--- src/rtl/player_bullet.sv ---
// Reimu's shot generator: four upward player bullets, boss hitbox test and boss HP tracking.
// All state advances on the clk22 game tick.

module player_bullet_slot #(
  parameter int SPEED = 10,
  parameter int HIT_W = 20,
  parameter int HIT_H = 24
) (
  input  logic       act,
  input  logic       armed,
  input  logic [9:0] bx,
  input  logic [9:0] by,
  input  logic [9:0] bossx,
  input  logic [9:0] bossy,
  output logic       hit,
  output logic       off
);
  // 11-bit zero-extended so box edges never wrap at the screen limits
  logic [10:0] x, y, ex, ey;
  assign x  = {1'b0, bx};
  assign y  = {1'b0, by};
  assign ex = {1'b0, bossx};
  assign ey = {1'b0, bossy};

  assign hit = armed & act
             & (x + 11'(HIT_W) > ex) & (x < ex + 11'(HIT_W))
             & (y + 11'(HIT_H) > ey) & (y < ey + 11'(HIT_H));
  assign off = act & ~hit
             & ((y < 11'(8 + SPEED)) | (x < 11'd8) | (x > 11'd432));
endmodule

module player_bullet #(
  parameter int SPEED    = 10,
  parameter int COOLDOWN = 4,
  parameter int BOSS_HP  = 63,
  parameter int HIT_W    = 20,
  parameter int HIT_H    = 24
) (
  input  logic       clk22,
  input  logic       rst_n,
  input  logic       fire,
  input  logic       boss,
  input  logic [9:0] reimux,
  input  logic [9:0] reimuy,
  input  logic [9:0] bossx,
  input  logic [9:0] bossy,
  output logic       reimu_bullet1,
  output logic       reimu_bullet2,
  output logic       reimu_bullet3,
  output logic       reimu_bullet4,
  output logic [9:0] reimu_bulletx1,
  output logic [9:0] reimu_bulletx2,
  output logic [9:0] reimu_bulletx3,
  output logic [9:0] reimu_bulletx4,
  output logic [9:0] reimu_bullety1,
  output logic [9:0] reimu_bullety2,
  output logic [9:0] reimu_bullety3,
  output logic [9:0] reimu_bullety4,
  output logic       boss_hit,
  output logic [5:0] boss_hp,
  output logic       boss_defeated
);
  localparam int NS = 4;
  localparam int CW = $clog2(COOLDOWN + 2);

  logic [NS-1:0]       act, act_nx, hit, off;
  logic [NS-1:0][9:0]  bx, by, bx_nx, by_nx;
  logic [CW-1:0]       cd, cd_nx;
  logic [5:0]          hp, hp_nx;
  logic                hit_q, hit_nx, def, def_nx, boss_d;
  logic [2:0]          hits;
  logic                run, taken;

  assign run = boss & boss_d;

  genvar g;
  generate
    for (g = 0; g < NS; g++) begin : g_slot
      player_bullet_slot #(.SPEED(SPEED), .HIT_W(HIT_W), .HIT_H(HIT_H)) u_slot (
        .act(act[g]), .armed(run & ~def),
        .bx(bx[g]), .by(by[g]), .bossx(bossx), .bossy(bossy),
        .hit(hit[g]), .off(off[g])
      );
    end
  endgenerate

  always_comb begin
    act_nx = act;
    bx_nx  = bx;
    by_nx  = by;
    cd_nx  = (cd != '0) ? cd - CW'(1) : '0;
    hp_nx  = hp;
    def_nx = def;
    hit_nx = 1'b0;
    hits   = '0;
    taken  = 1'b0;
    for (int i = 0; i < NS; i++) hits = hits + 3'(hit[i]);

    if (!boss) begin
      act_nx = '0;
      bx_nx  = '0;
      by_nx  = '0;
      cd_nx  = '0;
    end else if (!boss_d) begin
      act_nx = '0;
      bx_nx  = '0;
      by_nx  = '0;
      hp_nx  = 6'(BOSS_HP);
      def_nx = 1'b0;
    end else begin
      for (int i = 0; i < NS; i++) begin
        if (hit[i] || off[i]) begin
          act_nx[i] = 1'b0;
          bx_nx[i]  = '0;
          by_nx[i]  = '0;
        end else if (act[i]) begin
          by_nx[i] = by[i] - 10'(SPEED);
        end
      end
      hit_nx = (hits != '0);
      hp_nx  = ({3'b0, hits} >= hp) ? '0 : hp - {3'b0, hits};
      def_nx = def | (hit_nx & (hp_nx == '0));
      // slots freed this tick are not reusable until the next one
      if (fire && cd == '0 && !def) begin
        for (int i = 0; i < NS; i++) begin
          if (!act[i] && !taken) begin
            taken     = 1'b1;
            act_nx[i] = 1'b1;
            bx_nx[i]  = reimux;
            by_nx[i]  = reimuy - 10'd16;
            cd_nx     = CW'(COOLDOWN);
          end
        end
      end
    end
  end

  always_ff @(posedge clk22 or negedge rst_n) begin
    if (!rst_n) begin
      act    <= '0;
      bx     <= '0;
      by     <= '0;
      cd     <= '0;
      hp     <= 6'(BOSS_HP);
      hit_q  <= 1'b0;
      def    <= 1'b0;
      boss_d <= 1'b0;
    end else begin
      act    <= act_nx;
      bx     <= bx_nx;
      by     <= by_nx;
      cd     <= cd_nx;
      hp     <= hp_nx;
      hit_q  <= hit_nx;
      def    <= def_nx;
      boss_d <= boss;
    end
  end

  assign {reimu_bullet4, reimu_bullet3, reimu_bullet2, reimu_bullet1} = act;
  assign reimu_bulletx1 = bx[0];
  assign reimu_bulletx2 = bx[1];
  assign reimu_bulletx3 = bx[2];
  assign reimu_bulletx4 = bx[3];
  assign reimu_bullety1 = by[0];
  assign reimu_bullety2 = by[1];
  assign reimu_bullety3 = by[2];
  assign reimu_bullety4 = by[3];
  assign boss_hit       = hit_q;
  assign boss_hp        = hp;
  assign boss_defeated  = def;
endmodule

--- config.mk ---
export PLATFORM = sky130hd
export DESIGN_NAME = player_bullet
export DESIGN_NICKNAME = d
export VERILOG_FILES = /design/src/rtl/player_bullet.sv
export SDC_FILE = /design/constraint.sdc
export NUM_CORES = 1
export LEC_CHECK = 0
export BUFFER_PORTS_ARGS = -buffer_cell sky130_fd_sc_hd__buf_4
export CAP_MARGIN = 20
export CORE_AREA = 2 2 193 147
export DETAILED_ROUTE_END_ITERATION = 16
export DIE_AREA = 0 0 195 149
export MAX_ROUTING_LAYER = met4
export RECOVER_POWER = 100
export REMOVE_ABC_BUFFERS = 1
export SLEW_MARGIN = 20
export SYNTH_ARGS = -nofsm -noshare
export SYNTH_HDL_FRONTEND = slang
export SYNTH_SLANG_ARGS = --single-unit
--- constraint.sdc ---
create_clock -name clk22 -period 5.7 [get_ports clk22]
set_input_delay 0.57 -clock clk22 [delete_from_list [all_inputs] [get_ports clk22]]
set_output_delay 0.57 -clock clk22 [all_outputs]
set_load 0.03 [all_outputs]
==> impl_metrics.csv <==
group,metric,value,unit
status,status,"finished, violations left",
final_layout,fillers,2854,
global_route,grt_pass1_wl,52.93,mm
hold_path,hold_path_class,"flip-flop to flip-flop",
cts,clock_latency,0.36,ns
timing,finalSetupViolCount,0,
timing,period_needed,5.291,ns
power,p_leak,4.870,nW
hold_path,hold_end,"cd[0]$_DFF_PN0_",
global_route,grt_pass1_vias,8748,
die,die_height,149,um
power,power_frac_clock,37.8,%
synth,yosysTopAreaCellShare,23.95,%
power,peakVddDrop,0.1462,mV
power,p_per_area,157.8,mW/mm^2
final_layout,layout.nets,1456,
setup_path,regToRegStartpoint,"reimu_bulletx2[3]$_DFF_PN0_",
setup_path,critPathLaunchType,"flip-flop",
timing,worst_slew_pin_slew,3.136,ns
synth,ys_ff_latch,96,
synth,synthCells,1103,
cts,cts-root-buf,"clkbuf_16",
place,place_hpwl,27.13,mm
timing,period_share,92.82,%
power,internal_power,1.190,mW
place,gp_congestion,0.9337,
global_route,overflow,0,
final_layout,diodes,0,
setup_path,worstPathBufferInverterCount,3,
setup_path,slowest_delay,0.54,ns
setup_path,crit_type,"flip-flop to flip-flop",
synth,netlist_area,0.009404,mm^2
timing,max_freq,0.1890,GHz
power,combPwrFrac,21.1,%
detailed_routing,vias,9126,
die,initial_core_util,34.25,%
die,die_area,0.02906,mm^2
detailed_routing,final_antenna_net_count,0,
final_layout,fin_util,39.69,%
cts,cts_made_buffers,9,
setup_path,path_delay_family,"adder cells",
setup_path,end_kind,"flip-flop",
hold_path,holdPathStages,1,
final_layout,drive_above_1_share,8.360,%
cts,post_cts_buffers,0,
die,fp.dieW,195,um
global_route,grt_max_degree,54,
status,violations,"capacitance limit, slew limit",
synth,async_flop_share,100.0,%
timing,hold_violations,0,
setup_path,reg2reg_to,"boss_defeated$_DFFE_PN0P_",
setup_path,path_common_cell,"ha_1",
final_layout,syn_to_final_growth,15.87,%
setup_path,reg2regPathDepth,23,
global_route,track_usage,24.51,%
synth,synth_edf_count,0,
setup_path,cp.required,5.97,ns
final_layout,fin_area,0.01090,mm^2
setup_path,crit_arrival,5.56,ns
setup_path,crit_slowest_cell,"fa_1",
synth,synth_area_leaders,"dfrtp_1 24%, ha_1 23%, xnor2_1 5.4%, o21ai_0 3.7%, nand2_1 3.4%",
synth,ys.flop_type,"dfrtp_1",
detailed_routing,drt-vias-per-instance,5.700,
power,power,1.720,mW
timing,drv_slew,54,
detailed_routing,drt_pass1_iterations,7,
timing,rsz0062_at_grt,"false",
job,drv_cap,1,
power,switching_share,30.81,%
detailed_routing,drt_iter0_markers,762,
cts,cts.clk_slew.worst_paths,0.07,ns
timing,max_slew_margin,-109.1,%
synth,ys_seq_area_share,25.63,%
timing,tns,0,ns
synth,synth_top_area_cell,"dfrtp_1",
cts,cts_sinks,96,
timing,fin_skew,0.008687,ns
die,std_cell_rows,53,
die,core_area,0.02745,mm^2
cts,htree_num_levels,3,
cts,cts_hold_buf,0,
global_route,antenna_found_initial,0,
synth,avgSynthCellArea,8.526,um^2
synth,ys_warn_count,0,
place,placed_cell_area,0.01095,mm^2
detailed_routing,drc,0,
setup_path,ff2ff_setup_slack,0.41,ns
detailed_routing,wirelength,34.26,mm
setup_path,critPathMaxFanout,7,
detailed_routing,wl_per_cell,21.40,um
cts,clock_path_buffers,2,
die,io_pins,136,
power,p_switching,0.5299,mW
cts,tritoncts,"built",
synth,yosysUniqueCellTypes,68,
power,pwr-share-seq,41.1,%
hold_path,hold_start,"cd[0]$_DFF_PN0_",
place,io_buffer_count,135,
setup_path,crit_chain,"ha_1 > o211ai_1 > nor2_1 > xor2_1 > ha_1 > and3_1 > nand4_1 > o311ai_0 > a211oi_1 > nand3_1 > nor3_2 > inv_1 > fa_1 > inv_1 > ha_1 > ha_1 > inv_1 > fa_1 > a21oi_1 > a31oi_1 > nor4_2 > nor2_1 > o31ai_1",
[Yosys cell counts (all sizes together) (19+ instances only)]
| cell type | n |
|---|---|
| o22ai | 23 |
| a21oi | 47 |
| nand4 | 32 |
| nand3 | 34 |
| o31ai | 21 |
| ha | 170 |
| nand2 | 86 |
| xor2 | 30 |
| xnor2 | 58 |
| a22o | 19 |
| inv | 84 |
| clkbuf | 33 |
| dfrtp | 90 |
| nor2 | 77 |
| o21ai | 74 |
| nor3 | 35 |
[per-stage QoR]
step | cells | worst slack [ns] | hold slack [ns]
3_5_place_dp | 1586 | 0.07463 | 0.4625
6_report | 1601 | 0.4095 | 0.4689
3_3_place_gp | 1586 | 0.1564 | 0.4530
4_1_cts | 1601 | 0.3860 | 0.3090
5_1_grt | 1601 | 0.06361 | 0.4775
2_1_floorplan | 1063 | -0.08409 | 0.2744
[power by group through the flow]
stage / combinational [mW] / clock (mW) / sequential, mW
after floorplan: 0.181 / 0 / 0.733
after global placement: 0.360 / 0 / 0.719
after detailed placement: 0.366 / 0 / 0.719
after CTS: 0.367 / 0.658 / 0.706
after global routing: 0.400 / 0.695 / 0.707
final: 0.364 / 0.649 / 0.707
[cells in the final DEF, fill, tap and decap left out, types with 10 or more instances in the layout]
cell         n
nor3_1      33
a211oi_1    14
o22ai_1     23
inv_1       84
a21oi_1     47
o21a_1      10
clkbuf_1    95
a31oi_1     14
buf_4       71
a21o_1      10
o21ai_0     70
dfrtp_1     90
xnor2_1     58
nand2b_1    11
ha_1       170
nand4_1     32
nand3_1     34
nor2_1      77
nor2b_1     13
o2111ai_1   11
nand2_1     86
o31ai_1     21
a22o_1      19
xor2_1      30
[sequential cells by signal, summed over array words and instances, names as in the netlist]
| register | count |
|---|---|
| reimu_bulletx2 | 10 |
| boss_d | 1 |
| reimu_bullety2 | 10 |
| boss_defeated | 1 |
| boss_hp | 6 |
| reimu_bulletx3 | 10 |
| reimu_bulletx4 | 10 |
| reimu_bullety4 | 10 |
| boss_hit | 1 |
| reimu_bullety3 | 10 |
| reimu_bulletx1 | 10 |
| act | 4 |
| reimu_bullety1 | 10 |
| cd | 3 |
[logic make-up after synthesis]
kind of cell / Yosys count / share of synthesized area [%]
adders and majority gates: 172 / 23.04
and+or+nand+nor: 330 / 17.08
xor gates and xnor gates: 88 / 8.196
muxes: 3 / 0.3459
DFF: 96 / 25.63
buffers and inverters: 124 / 5.176
AOI/OAI and AO/OA: 290 / 20.53
[per-layer routing]
| metal | vias up | global-route usage (%) | part of all wire, % |
|---|---|---|---|
| li1 | 4333 | - | - |
| met1 | 4407 | 34.83 | 48 |
| met2 | 342 | 34.86 | 42 |
| met3 | 44 | 5.675 | 7.6 |
| met4 | 0 | 6.183 | 1.8 |
| met5 | - | - | 0 |
[area by class of cell]
type | count | area, um^2 | area share, %
clock buffer | 13 | 270.3 | 2.480
clock inverter | 2 | 37.54 | 0.3445
inverter | 84 | 315.3 | 2.894
multi-input combinational | 883 | 6526 | 59.89
sequential | 96 | 2410 | 22.12
tap | 357 | 446.7 | 4.099
timing repair buffer | 166 | 890.9 | 8.175
[worst max path at each step]
stage | start | cells after the start | slack [ns] | end
floorplan | reimu_bulletx2[2]$_DFF_PN0_ | 23 | -0.08 | boss_defeated$_DFFE_PN0P_
global placement | bossx[2] | 19 | 0.16 | boss_defeated$_DFFE_PN0P_
detailed placement | bossx[2] | 19 | 0.07 | boss_defeated$_DFFE_PN0P_
CTS | reimu_bulletx2[3]$_DFF_PN0_ | 23 | 0.39 | boss_defeated$_DFFE_PN0P_
global route | reimu_bulletx2[3]$_DFF_PN0_ | 23 | 0.06 | boss_defeated$_DFFE_PN0P_
finish | reimu_bulletx2[3]$_DFF_PN0_ | 23 | 0.41 | boss_defeated$_DFFE_PN0P_
[timing repair]
| item | 4_1_cts | 5_1_grt |
|---|---|---|
| gates resized for setup | 0 | 2 |
| endpoints found under the setup margin | 0 | 1 |
| hold endpoints to repair | 0 | 0 |
Power figures use the tool's default switching activity.
